File: config.mk
export PLATFORM = sky130hd
export DESIGN_NAME = instr_encode_loader_flat
export DESIGN_NICKNAME = d
export VERILOG_FILES = /design/src/rtl/instr_encode_loader_if.sv /design/src/rtl/instr_encode_loader.sv /design/src/flat_wrapper.sv
export SDC_FILE = /design/constraint.sdc
export NUM_CORES = 1
export LEC_CHECK = 0
export ABC_AREA = 1
export ABC_CLOCK_PERIOD_IN_PS = 1800
export BUFFER_PORTS_ARGS = -buffer_cell sky130_fd_sc_hd__buf_4
export CAP_MARGIN = 40
export CORE_ASPECT_RATIO = 0.75
export CORE_MARGIN = 2
export CORE_UTILIZATION = 50
export DETAILED_ROUTE_END_ITERATION = 8
export PLACE_DENSITY = 0.81
export SLEW_MARGIN = 20
export SYNTH_ARGS = -nofsm -noshare
export SYNTH_HDL_FRONTEND = slang
export SYNTH_SLANG_ARGS = --single-unit
File: constraint.sdc
create_clock -name clk_i -period 1.8 [get_ports clk_i]
set_clock_uncertainty 0.15 [all_clocks]
set_input_delay 0.36 -clock clk_i [delete_from_list [all_inputs] [get_ports clk_i]]
set_output_delay 0.36 -clock clk_i [all_outputs]
set_load 0.05 [all_outputs]
File: src/rtl/instr_encode_loader_if.sv
// Descriptor handshake and instruction-memory write bus for instr_encode_loader.
// slave = encoder side, master = descriptor producer / memory observer.
interface instr_encode_loader_if #(
   parameter int ADDR_W = 32
);
   logic              req_valid_i;
   logic              req_ready_o;
   logic [2:0]        op_i;
   logic [4:0]        rd_i;
   logic [4:0]        rs1_i;
   logic [4:0]        rs2_i;
   logic [2:0]        funct3_i;
   logic              funct7b5_i;
   logic [31:0]       imm_i;
   logic              mem_we_o;
   logic [ADDR_W-1:0] mem_addr_o;
   logic [31:0]       mem_data_o;

   modport slave (
      input  req_valid_i, op_i, rd_i, rs1_i, rs2_i,
      input  funct3_i, funct7b5_i, imm_i,
      output req_ready_o, mem_we_o, mem_addr_o, mem_data_o
   );

   modport master (
      output req_valid_i, op_i, rd_i, rs1_i, rs2_i,
      output funct3_i, funct7b5_i, imm_i,
      input  req_ready_o, mem_we_o, mem_addr_o, mem_data_o
   );
endinterface

File: src/rtl/instr_encode_loader.sv
// RV32I descriptor encoder writing words to instruction memory at rising addresses.
// Define ENC_RANGE_CHECK_EN to flag out-of-range or misaligned immediates.
module instr_encode_loader #(
   parameter int ADDR_W = 32,
   parameter int CNT_W  = 16
) (
   input  logic              clk_i,
   input  logic              rst_i,
   input  logic              start_i,
   input  logic              stop_i,
   input  logic [ADDR_W-1:0] base_addr_i,
   instr_encode_loader_if.slave bus,
   output logic [CNT_W-1:0]  count_o,
   output logic              active_o,
   output logic              err_o
);

   typedef enum logic [1:0] {
      S_IDLE, S_READY, S_ENC, S_WRITE
   } state_e;

   localparam logic [2:0] OP_R    = 3'd0;
   localparam logic [2:0] OP_I    = 3'd1;
   localparam logic [2:0] OP_LD   = 3'd2;
   localparam logic [2:0] OP_ST   = 3'd3;
   localparam logic [2:0] OP_BR   = 3'd4;
   localparam logic [2:0] OP_JAL  = 3'd5;
   localparam logic [2:0] OP_JALR = 3'd6;

   state_e            state_q, state_d;
   logic [ADDR_W-1:0] addr_q, addr_d;
   logic [CNT_W-1:0]  cnt_q, cnt_d;
   logic              err_q, err_d;
   logic [31:0]       data_q, data_d;
   logic [2:0]        op_q, op_d;
   logic [4:0]        rd_q, rd_d;
   logic [4:0]        rs1_q, rs1_d;
   logic [4:0]        rs2_q, rs2_d;
   logic [2:0]        f3_q, f3_d;
   logic              f7_q, f7_d;
   logic [31:0]       imm_q, imm_d;
   logic              pstart_q, pstart_d;
   logic              pstop_q, pstop_d;
   logic [ADDR_W-1:0] pbase_q, pbase_d;

   logic [31:0] word;
   logic        op_ok;
   logic        enc_ok;
   logic        go_stop;
   logic        go_start;
   logic        ready;
   logic        active;
   logic        we;

   always_comb begin
      word  = '0;
      op_ok = 1'b1;
      unique case (op_q)
         OP_R:    word = {1'b0, f7_q, 5'b0, rs2_q, rs1_q, f3_q,
                          rd_q, 7'b0110011};
         OP_I:    word = {imm_q[11:0], rs1_q, f3_q, rd_q, 7'b0010011};
         OP_LD:   word = {imm_q[11:0], rs1_q, f3_q, rd_q, 7'b0000011};
         OP_JALR: word = {imm_q[11:0], rs1_q, 3'b000, rd_q, 7'b1100111};
         OP_ST:   word = {imm_q[11:5], rs2_q, rs1_q, f3_q,
                          imm_q[4:0], 7'b0100011};
         OP_BR:   word = {imm_q[12], imm_q[10:5], rs2_q, rs1_q, f3_q,
                          imm_q[4:1], imm_q[11], 7'b1100011};
         OP_JAL:  word = {imm_q[20], imm_q[10:1], imm_q[11],
                          imm_q[19:12], rd_q, 7'b1101111};
         default: op_ok = 1'b0;
      endcase
   end

`ifdef ENC_RANGE_CHECK_EN
   logic fit12, fit13, fit21, rng_ok;
   // A value fits N signed bits when all bits from N-1 upward agree.
   assign fit12 = (&imm_q[31:11]) | ~(|imm_q[31:11]);
   assign fit13 = (&imm_q[31:12]) | ~(|imm_q[31:12]);
   assign fit21 = (&imm_q[31:20]) | ~(|imm_q[31:20]);

   always_comb begin
      rng_ok = 1'b1;
      unique case (op_q)
         OP_I, OP_LD, OP_JALR, OP_ST: rng_ok = fit12;
         OP_BR:   rng_ok = fit13 & ~imm_q[0];
         OP_JAL:  rng_ok = fit21 & ~imm_q[0];
         default: rng_ok = 1'b1;
      endcase
   end

   assign enc_ok = op_ok & rng_ok;
`else
   logic unused_imm;
   assign unused_imm = ^imm_q[31:21];
   assign enc_ok     = op_ok;
`endif

   assign go_stop  = stop_i | pstop_q;
   assign go_start = start_i | pstart_q;

   always_comb begin
      state_d  = state_q;
      addr_d   = addr_q;
      cnt_d    = cnt_q;
      err_d    = err_q;
      data_d   = data_q;
      op_d     = op_q;
      rd_d     = rd_q;
      rs1_d    = rs1_q;
      rs2_d    = rs2_q;
      f3_d     = f3_q;
      f7_d     = f7_q;
      imm_d    = imm_q;
      pstart_d = pstart_q;
      pstop_d  = pstop_q;
      pbase_d  = pbase_q;
      ready    = 1'b0;
      active   = 1'b0;
      we       = 1'b0;
      unique case (state_q)
         S_IDLE: begin
            if (start_i) begin
               state_d = S_READY;
               addr_d  = base_addr_i;
               cnt_d   = '0;
               err_d   = 1'b0;
            end
         end
         S_READY: begin
            active   = 1'b1;
            ready    = ~go_stop;
            pstart_d = 1'b0;
            pstop_d  = 1'b0;
            if (go_stop) begin
               state_d = S_IDLE;
            end else begin
               if (go_start) begin
                  addr_d = start_i ? base_addr_i : pbase_q;
                  cnt_d  = '0;
                  err_d  = 1'b0;
               end
               if (bus.req_valid_i) begin
                  state_d = S_ENC;
                  op_d    = bus.op_i;
                  rd_d    = bus.rd_i;
                  rs1_d   = bus.rs1_i;
                  rs2_d   = bus.rs2_i;
                  f3_d    = bus.funct3_i;
                  f7_d    = bus.funct7b5_i;
                  imm_d   = bus.imm_i;
               end
            end
         end
         S_ENC: begin
            active = 1'b1;
            if (enc_ok) begin
               data_d  = word;
               state_d = S_WRITE;
            end else begin
               err_d   = 1'b1;
               state_d = S_READY;
            end
         end
         S_WRITE: begin
            active  = 1'b1;
            we      = 1'b1;
            addr_d  = addr_q + ADDR_W'(4);
            if (cnt_q != '1) cnt_d = cnt_q + CNT_W'(1);
            state_d = S_READY;
         end
         default: state_d = S_IDLE;
      endcase
      // Session controls seen mid-encode are replayed on return to READY.
      if (state_q == S_ENC || state_q == S_WRITE) begin
         if (start_i) begin
            pstart_d = 1'b1;
            pbase_d  = base_addr_i;
         end
         if (stop_i) pstop_d = 1'b1;
      end
   end

   always_ff @(posedge clk_i or negedge rst_i) begin
      if (!rst_i) begin
         state_q  <= S_IDLE;
         addr_q   <= '0;
         cnt_q    <= '0;
         err_q    <= 1'b0;
         data_q   <= '0;
         op_q     <= '0;
         rd_q     <= '0;
         rs1_q    <= '0;
         rs2_q    <= '0;
         f3_q     <= '0;
         f7_q     <= 1'b0;
         imm_q    <= '0;
         pstart_q <= 1'b0;
         pstop_q  <= 1'b0;
         pbase_q  <= '0;
      end else begin
         state_q  <= state_d;
         addr_q   <= addr_d;
         cnt_q    <= cnt_d;
         err_q    <= err_d;
         data_q   <= data_d;
         op_q     <= op_d;
         rd_q     <= rd_d;
         rs1_q    <= rs1_d;
         rs2_q    <= rs2_d;
         f3_q     <= f3_d;
         f7_q     <= f7_d;
         imm_q    <= imm_d;
         pstart_q <= pstart_d;
         pstop_q  <= pstop_d;
         pbase_q  <= pbase_d;
      end
   end

   assign bus.req_ready_o = ready;
   assign bus.mem_we_o    = we;
   assign bus.mem_addr_o  = addr_q;
   assign bus.mem_data_o  = data_q;
   assign count_o         = cnt_q;
   assign active_o        = active;
   assign err_o           = err_q;

endmodule

File: src/flat_wrapper.sv
// flat-port wrapper written by rule: the top's interface ports become plain ports
module instr_encode_loader_flat 
#(
   parameter int ADDR_W = 32,
   parameter int CNT_W  = 16
)
  (clk_i, rst_i, start_i, stop_i, base_addr_i, count_o, active_o, err_o, bus_req_valid_i, bus_op_i, bus_rd_i, bus_rs1_i, bus_rs2_i, bus_funct3_i, bus_funct7b5_i, bus_imm_i, bus_req_ready_o, bus_mem_we_o, bus_mem_addr_o, bus_mem_data_o);
  instr_encode_loader_if #(.ADDR_W(ADDR_W)) bus_i ();
  input  logic clk_i;
  input  logic rst_i;
  input  logic start_i;
  input  logic stop_i;
  input  logic [ADDR_W-1:0] base_addr_i;
  output logic [CNT_W-1:0] count_o;
  output logic active_o;
  output logic err_o;
  input wire logic [$bits(bus_i.req_valid_i)-1:0] bus_req_valid_i;
  input wire logic [$bits(bus_i.op_i)-1:0] bus_op_i;
  input wire logic [$bits(bus_i.rd_i)-1:0] bus_rd_i;
  input wire logic [$bits(bus_i.rs1_i)-1:0] bus_rs1_i;
  input wire logic [$bits(bus_i.rs2_i)-1:0] bus_rs2_i;
  input wire logic [$bits(bus_i.funct3_i)-1:0] bus_funct3_i;
  input wire logic [$bits(bus_i.funct7b5_i)-1:0] bus_funct7b5_i;
  input wire logic [$bits(bus_i.imm_i)-1:0] bus_imm_i;
  output wire logic [$bits(bus_i.req_ready_o)-1:0] bus_req_ready_o;
  output wire logic [$bits(bus_i.mem_we_o)-1:0] bus_mem_we_o;
  output wire logic [$bits(bus_i.mem_addr_o)-1:0] bus_mem_addr_o;
  output wire logic [$bits(bus_i.mem_data_o)-1:0] bus_mem_data_o;
  assign bus_i.req_valid_i = bus_req_valid_i;
  assign bus_i.op_i = bus_op_i;
  assign bus_i.rd_i = bus_rd_i;
  assign bus_i.rs1_i = bus_rs1_i;
  assign bus_i.rs2_i = bus_rs2_i;
  assign bus_i.funct3_i = bus_funct3_i;
  assign bus_i.funct7b5_i = bus_funct7b5_i;
  assign bus_i.imm_i = bus_imm_i;
  assign bus_req_ready_o = bus_i.req_ready_o;
  assign bus_mem_we_o = bus_i.mem_we_o;
  assign bus_mem_addr_o = bus_i.mem_addr_o;
  assign bus_mem_data_o = bus_i.mem_data_o;
  instr_encode_loader #(.ADDR_W(ADDR_W), .CNT_W(CNT_W)) u_core (.clk_i(clk_i), .rst_i(rst_i), .start_i(start_i), .stop_i(stop_i), .base_addr_i(base_addr_i), .bus(bus_i), .count_o(count_o), .active_o(active_o), .err_o(err_o));
endmodule
==> flow_metrics.env <==
export IMPL_synth_seq_cells=159
export IMPL_status="complete, but fails checks"
export IMPL_path_clk_slew_ns=0.07
export IMPL_final_antenna_net_count=0
export IMPL_tightest_slew_ns=0.5490
export IMPL_setup_viol_count_final=136
export IMPL_max_stage_delay_ns=0.42
export IMPL_fp_coreArea_mm2=0.01622
export IMPL_syn_cell_area_mm2=0.008392
export IMPL_clockBufferDepth=2
export IMPL_die_h_um=116.2
export IMPL_syn_nets=1166
export IMPL_ios=175
export IMPL_hold_violations=0
export IMPL_initial_core_util=0.5175
export IMPL_cts_made_buffers=17
export IMPL_grt_pass1_vias=8172
export IMPL_clkLatencyLatePin_ns=0.43
export IMPL_powerDensity_mw_per_mm2=2182
export IMPL_cts_sink_count=159
export IMPL_stdcell_area_mm2=0.01258
export IMPL_post_route_drc_count=0
export IMPL_synth_distinct_cells=42
export IMPL_grt_max_degree=41
export IMPL_p_leak_nw=5.917
export IMPL_r2r_slack_ns=-0.36
export IMPL_power_switching_mw=13.21
export IMPL_ir_drop_uv=1230
export IMPL_wl_per_cell_um=19.66
export IMPL_io_buffers=163
export IMPL_first_pass_iters=5
export IMPL_place_hpwl_um=18710
export IMPL_p_int_mw=14.25
export IMPL_pre_cts_slack_ns=-0.1477
export IMPL_endpoint_kind="output port"
export IMPL_power_share_sequential=0.243
export IMPL_n_antenna_cell=0
export IMPL_period_share=1.208
export IMPL_crit_path_top_delay_cell="dfrtp_1"
export IMPL_nets=1464
export IMPL_netSwitchingFraction=0.4810
export IMPL_dieArea_mm2=0.01785
export IMPL_fin_crit_ns=2.175
export IMPL_place_congestion=0.9201
export IMPL_critPathLaunchType="flop"
export IMPL_avgSynthCellArea_um2=7.865
export IMPL_vias=9153
export IMPL_cts_tree="built"
export IMPL_cts_htree_levels=4
export IMPL_syn2layout_area_growth_pct=49.95
export IMPL_crit_path_cell_trace="inv_2 > ha_4 > inv_6 > buf_6 > nor2_4 > buf_6 > buf_8"
export IMPL_root_buffer="clkbuf_16"
export IMPL_synth_async_reset_ratio=1.000
export IMPL_arrival_ns=1.67
export IMPL_rsz0062_at_grt="yes"
export IMPL_clkPwrFrac=0.133
export IMPL_critPathMaxFanout=2
export IMPL_crit_top_cell="buf_6"
export IMPL_crit_family="buffers and inverters"
export IMPL_synthFlopType="dfrtp_1"
export IMPL_maxCapViolCount=0
export IMPL_viasPerCell=5.764
export IMPL_p_comb_frac=0.624
export IMPL_placed_cell_area_mm2=0.01057
export IMPL_hp_class="primary input to flop"
export IMPL_grt_overflow=0
export IMPL_die_w_um=153.6
export IMPL_max_freq_mhz=459.8
export IMPL_wl_um=31220
export IMPL_ys_seq_area_frac=0.4741
export IMPL_slew_headroom=0.6309
export IMPL_required_ns=1.29
export IMPL_grt_use_total=0.3098
export IMPL_drive_gt1_frac=0.3657
export IMPL_critPathBufInv=5
export IMPL_synth_edf_count=0
export IMPL_violations="setup timing"
export IMPL_yosys_warnings=0
export IMPL_slew_viol_final=0
export IMPL_drt_iter0_drc=1031
export IMPL_grt_pass1_wl_um=43070
export IMPL_fin_ws_ns=-0.3751
export IMPL_rows=40
export IMPL_syn_inst=1067
export IMPL_antenna_found_initial=0
export IMPL_worstSetupPathType="flop to output port"
-- registers in the layout, indices dropped and copies added (netlist names) --
| name | cells |
|---|---|
| u_core.bus.mem_addr_o | 32 |
| u_core.pbase_q | 32 |
| u_core.bus.mem_data_o | 31 |
| u_core.imm_q | 21 |
| u_core.count_o | 16 |
| u_core.rd_q | 5 |
| u_core.rs1_q | 5 |
| u_core.rs2_q | 5 |
| u_core.f3_q | 3 |
| u_core.op_q | 3 |
| u_core.state_q | 2 |
| u_core.err_o | 1 |
| u_core.f7_q | 1 |
| u_core.pstart_q | 1 |
| u_core.pstop_q | 1 |
-- worst reg2reg max path, stage by stage, from the launching register on --
cell and delay, ns:
dfrtp_1 0.40, inv_2 0.10, ha_4 0.19, inv_6 0.06, buf_6 0.10, nor2_4 0.04
nand2_2 0.06, nand3_2 0.10, buf_6 0.15, nor2_4 0.18, buf_6 0.14, buf_12 0.10
buf_16 0.11, nor2_1 0.05, a21oi_1 0.14
-- area by class of cell --
cell class / count / area [um^2]
inverter: 92 / 375.4
multi-input combinational: 774 / 4280
clock buffer: 17 / 425.4
timing repair buffer: 321 / 3092
tap: 210 / 262.8
sequential: 159 / 3988
clock inverter: 15 / 160.2
fill: 1024 / 3632
-- layer usage --
metal / share of wire / track usage / vias to the layer above / wire [um]
li1: - / - / 4089 / -
met1: 0.40 / 0.4470 / 4386 / 12550
met2: 0.46 / 0.4853 / 563 / 14490
met3: 0.099 / 0.05900 / 115 / 3076
met4: 0.035 / 0.08685 / 0 / 1101
met5: 0 / 0 / - / 0
-- layout by cell type (no fill, tap or decap), types with 5 or more instances in the layout --
cell           count
a21oi_1           62
a22oi_1            6
o21ai_0           30
buf_16             8
nand2_2           10
clkbuf_16         21
xor2_1             5
buf_4            241
o21ai_2           10
mux2_2            28
buf_6             31
a31oi_1           12
nor2_4            22
or2_2              6
dfrtp_2            7
inv_8              6
buf_8              6
inv_2              5
nand4_1            7
o21ai_1           16
o31ai_1           17
buf_12            19
dfrtp_1          152
inv_1             80
nand2_1          233
nor2_1           158
nand3_1           57
a21oi_2           18
dlygate4sd3_1     11
inv_6              8
nor2_2            26
o21bai_1           6
-- cells by family (layout without fill, tap and decap cells) --
logic type	Yosys count	count (layout)	share of synthesized area
XOR/XNOR	6	6	0.006262
buffers and inverters	135	445	0.07455
adder cells (fa/ha/maj)	8	8	0.01193
AND/OR/NAND/NOR	535	536	0.2620
flip-flops	159	159	0.4741
AO/OA/AOI/OAI	194	194	0.1306
multiplexers	30	30	0.04055
-- per-stage QoR --
step                      TNS [ns]  total power, mW  cells  utilization  hold slack (ns)
after floorplan             -9.083            14.36   1067            -         -0.08559
after global placement      -3.662            18.94   1497       0.6519           0.1490
after detailed placement    -7.520            19.29   1497       0.6519           0.1489
after CTS                   -8.508            24.88   1565       0.7321        0.0005529
after global routing        -32.95            28.69   1588       0.7760        -0.003105
final                       -28.37            27.46   1588       0.7760        0.0001625
-- power groups by stage --
stage	Combinational, mW	Clock (mW)	Sequential, mW
after global routing	18.1	3.83	6.80
after CTS	14.8	3.63	6.46
after global placement	12.5	0	6.44
final	17.1	3.65	6.68
after detailed placement	12.8	0	6.51
after floorplan	5.66	0	8.70
-- synth_stat cells (3+ instances only) --
| master | n | area [um^2] |
|---|---|---|
| nand2_1 | 245 | 919.6 |
| nor2_1 | 196 | 735.7 |
| dfrtp_1 | 159 | 3979 |
| inv_1 | 87 | 326.6 |
| a21oi_1 | 80 | 400.4 |
| nand3_1 | 58 | 290.3 |
| o21ai_0 | 44 | 220.2 |
| mux2_2 | 28 | 315.3 |
| buf_2 | 18 | 90.09 |
| o31ai_1 | 17 | 127.6 |
| a31oi_1 | 13 | 81.33 |
| o21ai_1 | 12 | 60.06 |
| buf_6 | 9 | 101.4 |
| ha_1 | 8 | 100.1 |
| o22ai_1 | 8 | 50.05 |
| buf_4 | 7 | 52.55 |
| clkbuf_1 | 7 | 26.28 |
| nand4_1 | 7 | 43.79 |
| nor2_2 | 7 | 43.79 |
| a22oi_1 | 6 | 45.04 |
| o21bai_1 | 6 | 45.04 |
| or2_2 | 6 | 37.54 |
| xor2_1 | 5 | 43.79 |
| nand2_2 | 4 | 25.02 |
| inv_2 | 3 | 11.26 |
| nor2_4 | 3 | 33.78 |
| o211ai_1 | 3 | 22.52 |
| o221ai_1 | 3 | 26.28 |
-- worst paths after layout --
kind,startpoint,cells after the start,end
setup / recovery,u_core.state_q[1],7,bus_req_ready_o
hold / removal,base_addr_i[6],3,u_core.pbase_q[6]
setup reg to reg,u_core.state_q[1],14,u_core.bus.mem_addr_o[31]
hold reg to reg,u_core.pbase_q[10],2,u_core.pbase_q[10]
max in group asynchronous,rst_i,3,u_core.bus.mem_addr_o[2]
min in group asynchronous,rst_i,2,u_core.rs2_q[2]
-- timing repair --
action,CTS,global route
buffers inserted,19,14
hold endpoints to repair,38,4
endpoints found under the setup margin,134,132
cloned,10,6
resized for setup,58,136
hold buffers,7,4
pin swaps,4,30
No activity file was read; power rests on OpenSTA's default activity.
